`src/rtl/reset_sequencer_pkg.sv`:
```
// reset_sequencer_pkg: shared state encoding and default timing constants for the reset sequencer.
package reset_sequencer_pkg;

    typedef enum logic [1:0] {
        HOLD    = 2'd0,
        RELEASE = 2'd1,
        DONE    = 2'd2
    } state_t;

    localparam int DEF_HOLD_CYCLES = 16;
    localparam int DEF_STAGE_GAP   = 8;

endpackage

```
`src/rtl/reset_sequencer_timer.sv`:
```
// reset_seq_timer: CNT_W up-counter with sync clear, enable and terminal-count compare.
module reset_seq_timer #(
    parameter int CNT_W = 8
) (
    input  logic             clk,
    input  logic             clr,
    input  logic             en,
    input  logic [CNT_W-1:0] tc,
    output logic             hit
);

    logic [CNT_W-1:0] cnt;

    always_ff @(posedge clk) begin
        if (clr) cnt <= '0;
        else if (en) cnt <= cnt + 1'b1;
    end

    assign hit = cnt == tc;

endmodule

```
`src/rtl/reset_sequencer.sv`:
```
// reset_sequencer: holds NUM_CH resets, then releases them one by one STAGE_GAP apart.
// Optional RST_SEQ_LOCK_EN adds a lock input that gates the hold phase and restarts on lock loss.
module reset_sequencer
    import reset_sequencer_pkg::*;
#(
    parameter int NUM_CH      = 4,
    parameter int HOLD_CYCLES = DEF_HOLD_CYCLES,
    parameter int STAGE_GAP   = DEF_STAGE_GAP,
    parameter int CNT_W       = 8
) (
    input  logic              clk,
    input  logic              rst,
    input  logic              soft_req,
`ifdef RST_SEQ_LOCK_EN
    input  logic              lock,
`endif
    output logic [NUM_CH-1:0] rst_out,
    output logic              done
);

    localparam int CH_W = $clog2(NUM_CH + 1);

    // Every register resets to zero, so an all-zero FPGA power-up image is the reset state.
    state_t             state_q, state_d;
    logic [CH_W-1:0]    ch_q, ch_d;
    logic [NUM_CH-1:0]  rel_q, rel_d;
    logic               done_q, done_d;
    logic               clr, en, hit, restart, hold_ok, lock_drop;
    logic [CNT_W-1:0]   tc;

`ifdef RST_SEQ_LOCK_EN
    assign hold_ok   = lock;
    assign lock_drop = !lock && state_q != HOLD;
`else
    assign hold_ok   = 1'b1;
    assign lock_drop = 1'b0;
`endif

    assign restart = rst || soft_req || lock_drop;
    assign tc      = state_q == HOLD ? CNT_W'(HOLD_CYCLES - 1) : CNT_W'(STAGE_GAP - 1);

    reset_seq_timer #(.CNT_W(CNT_W)) u_timer (
        .clk (clk),
        .clr (clr),
        .en  (en),
        .tc  (tc),
        .hit (hit)
    );

    always_comb begin
        state_d = state_q;
        ch_d    = ch_q;
        rel_d   = rel_q;
        done_d  = done_q;
        clr     = 1'b0;
        en      = 1'b0;
        case (state_q)
            HOLD: begin
                en = hold_ok;
                if (hit && hold_ok) begin
                    rel_d   = rel_q | NUM_CH'(1);
                    ch_d    = CH_W'(1);
                    clr     = 1'b1;
                    state_d = NUM_CH == 1 ? DONE : RELEASE;
                    done_d  = NUM_CH == 1;
                end
            end
            RELEASE: begin
                en = 1'b1;
                if (hit) begin
                    rel_d = rel_q | (NUM_CH'(1) << ch_q);
                    ch_d  = ch_q + 1'b1;
                    clr   = 1'b1;
                    if (ch_q == CH_W'(NUM_CH - 1)) begin
                        state_d = DONE;
                        done_d  = 1'b1;
                    end
                end
            end
            default: ;
        endcase
        if (restart) begin
            state_d = HOLD;
            ch_d    = '0;
            rel_d   = '0;
            done_d  = 1'b0;
            clr     = 1'b1;
        end
    end

    always_ff @(posedge clk) begin
        if (rst) begin
            state_q <= HOLD;
            ch_q    <= '0;
            rel_q   <= '0;
            done_q  <= 1'b0;
        end else begin
            state_q <= state_d;
            ch_q    <= ch_d;
            rel_q   <= rel_d;
            done_q  <= done_d;
        end
    end

    assign rst_out = ~rel_q;
    assign done    = done_q;

endmodule

```
`config.mk`:
```
export PLATFORM = sky130hd
export DESIGN_NAME = reset_sequencer
export DESIGN_NICKNAME = d
export VERILOG_FILES = /design/src/rtl/reset_sequencer_pkg.sv /design/src/rtl/reset_sequencer_timer.sv /design/src/rtl/reset_sequencer.sv
export SDC_FILE = /design/constraint.sdc
export NUM_CORES = 1
export LEC_CHECK = 0
export CAP_MARGIN = 15
export CORE_UTILIZATION = 49
export CTS_CLUSTER_DIAMETER = 120
export DETAILED_ROUTE_END_ITERATION = 10
export PLACE_DENSITY = 0.82
export SETUP_SLACK_MARGIN = 0.5
export SKIP_LAST_GASP = 1
export SYNTH_ARGS = -nofsm -noshare
export SYNTH_HDL_FRONTEND = slang
export SYNTH_SLANG_ARGS = --single-unit
```
`constraint.sdc`:
```
create_clock -name clk -period 1.37 [get_ports clk]
set_input_delay 0.274 -clock clk [delete_from_list [all_inputs] [get_ports clk]]
set_output_delay 0.274 -clock clk [all_outputs]
set_load 0.01 [all_outputs]
```
==> flow_summary.toml <==
[clocking]
cts_root_buf = "clkbuf_4"
clk-insertion-delay-late_ns = 0.30
cts_buffer_depth = 2
htree_levels = 1
cts.sinks = 17
hold_buffers = 0
clk_pin_slew_ns = 0.10
cts_tree = "done"
numCtsBuffers = 3

[floorplan]
coreArea_um2 = 1750
pin_count = 8
rows = 15
dieArea_um2 = 2060
die_w_um = 45.4
die_y_um = 45.4
start_util = 0.530

[synthesis]
ys_seq_area_frac = 0.368
synth_warnings = 0
synth-seq-cells = 17
netlist_area_um2 = 925
synth_cell_type_count = 33
syn-num-nets = 111
postSynthAreaPerCell_um2 = 9.07
syn_inst = 102

[hold_path]
whs_path_depth = 1
holdCritStartpoint = "rel_q[3]"
min_to = "rel_q[3]"
hold_class = "reg2reg"

[critical_path]
worstPathRequired_ns = 1.58
cp-start-kind = "flop"
r2r_end = "u_timer.cnt[4]"
rrSetupSlack_ns = -0.07
cp_num_buf_inv = 1
r2r_start = "u_timer.cnt[7]"
critPathTopFamily = "simple AND/OR/NAND/NOR gates"
path_max_fanout = 4
cp_slowest_cell = "or4_4"
cpPeakStageDelay_ns = 0.58
cp.arrival_ns = 1.65
worstRegToRegCells = 4
cp-end-kind = "flop"
critPathKind = "reg2reg"
cp_cell_sequence = "or4_4 -> o31ai_4 -> buf_4 -> nor2_1"

[sta]
skew_ns = 0.00575
worst_pin_slew_ns = 0.325
setup_violations = 10
fin_tns_setup_ns = -0.556
grt_setup_unrepaired = "true"
finalCritPeriodShare = 1.05
setup_slack_ns = -0.0712
hold_viol_final = 0
slew-limit-headroom = 0.783
max_freq_mhz = 694
drv_slew = 0
min_period_ns = 1.44

[detailed_routing]
wire_per_inst_um = 13.7
postRouteAntennaNets = 0
viasPerCell = 5.40
firstDrtPassIters = 4
drt-total-wl_mm = 2.14
drt_iter0_drc = 18
drc_errors = 0
num_vias = 842

[cells_and_area]
n_fill_cell = 128
fin_util = 0.736
fin_nets = 141
stdcell_area_um2 = 1280
syn2layout_area_growth_pct = 39.0
antenna_cells = 0
drive_gt1_frac = 0.443
final_common_cell = "buf_4"
final_cell_mix = "buf_4 (21), dfxtp_2 (8), dfxtp_1 (8)"

[place]
gp_congestion = 0.836
portBuffers = 7
place_area_um2 = 1160
preCtsSetupSlack_ns = -0.0929
hpwl_mm = 1.44

[status]
outcome = "finished, violations left"
violations = "setup timing"

[pwr]
p_total_mw = 0.827
cellPowerDensity_nw_per_um2 = 644
vdd_drop_max_mv = 0.802
p_leak_nw = 0.470

[global_route]
first_global_vias = 831
antenna_found_initial = 0
grt_start_max_net_pins = 12
grt_usage = 0.219
grt_pass1_wl_mm = 3.26
overflow = 0

[run]
drv_cap = 0
[kinds of logic after synthesis]
family                   share of synthesized area
buffers and inverters                       0.0555
AO/OA/AOI/OAI                                0.168
XOR/XNOR                                    0.0474
adder cells (fa/ha/maj)                     0.0812
multiplexers                                0.0108
flip-flops                                   0.368
AND/OR/NAND/NOR                              0.269
[Yosys cell counts, drive strengths merged]
cell type / instances / area share
a21boi: 1 / 0.0081
a21oi: 3 / 0.016
a31oi: 4 / 0.027
and2: 1 / 0.0068
and3: 1 / 0.0068
and3b: 1 / 0.0095
buf: 3 / 0.015
clkbuf: 2 / 0.0081
dfxtp: 17 / 0.37
ha: 6 / 0.081
inv: 8 / 0.032
mux2i: 1 / 0.011
nand2: 3 / 0.012
nand3: 1 / 0.0054
nand3b: 2 / 0.016
nand4: 2 / 0.014
nand4b: 3 / 0.028
nor2: 7 / 0.028
nor2b: 4 / 0.027
nor3: 5 / 0.027
nor4: 1 / 0.014
nor4b: 1 / 0.0095
nor4bb: 3 / 0.032
o211ai: 5 / 0.041
o21a: 3 / 0.024
o21ai: 3 / 0.016
o221a: 1 / 0.012
o31ai: 1 / 0.023
or3: 3 / 0.020
or4: 1 / 0.012
xnor2: 2 / 0.019
xor2: 3 / 0.028
[cell type report]
class | instances | area, um2 | share of cell area
repair buffers | 30 | 238 | 0.185
inverters | 8 | 30.0 | 0.0234
clock inverters | 1 | 7.51 | 0.00584
multi-input cells | 72 | 602 | 0.468
well taps | 25 | 31.3 | 0.0243
clock buffers | 3 | 22.5 | 0.0175
flip-flops and latches | 17 | 354 | 0.276
[timing repair]
action                                 4_1_cts  5_1_grt
gates resized for setup                     25       15
setup endpoints to repair                   22       22
endpoints found under the hold margin        0        0
cloned                                       0        0
setup buffers                                2        5
pin swaps                                    3        3
[through the flow]
stage / instances / hold WS (ns)
final: 156 / 0.479
after global routing: 156 / 0.495
after CTS: 151 / 0.460
after detailed placement: 145 / 0.455
after global placement: 145 / 0.447
after floorplan: 102 / 0.351
[registers in the layout (all words and copies together), names as in the netlist]
| signal | count |
|---|---|
| u_timer.cnt | 8 |
| ch_q | 3 |
| rel_q | 4 |
| state_q | 2 |
[worst register-to-register path: stages (launching register included)]
cell and delay (ns):
dfxtp_2 0.33, or4_4 0.58, o31ai_4 0.22, buf_4 0.17, nor2_1 0.04
[where the power goes]
part / internal, mW / switching, mW / leakage [nW]
clock network: 0.112 / 0.169 / 0.0139
logic: 0.0270 / 0.0226 / 0.314
registers: 0.495 / 0.00257 / 0.142
[routing by layer]
layer  vias to the layer above  GRT usage  part of all wire
met5                         -          0                 0
met1                       396      0.232              0.42
li1                        427          -                 -
met2                        14      0.403              0.53
met4                         0      0.115             0.028
met3                         5     0.0437             0.021
[worst max-delay path by stage]
stage / from / end / slack (ns) / cells past startpoint
CTS: u_timer.cnt[7] / u_timer.cnt[6] / -0.04 / 4
global route: u_timer.cnt[1] / ch_q[0] / -0.11 / 5
detailed placement: soft_req / ch_q[1] / -0.09 / 4
finish: u_timer.cnt[7] / u_timer.cnt[4] / -0.07 / 4
floorplan: u_timer.cnt[7] / u_timer.cnt[6] / 0.02 / 3
global placement: soft_req / ch_q[2] / -0.04 / 4
Note: power is estimated with default switching activity, not from simulation.
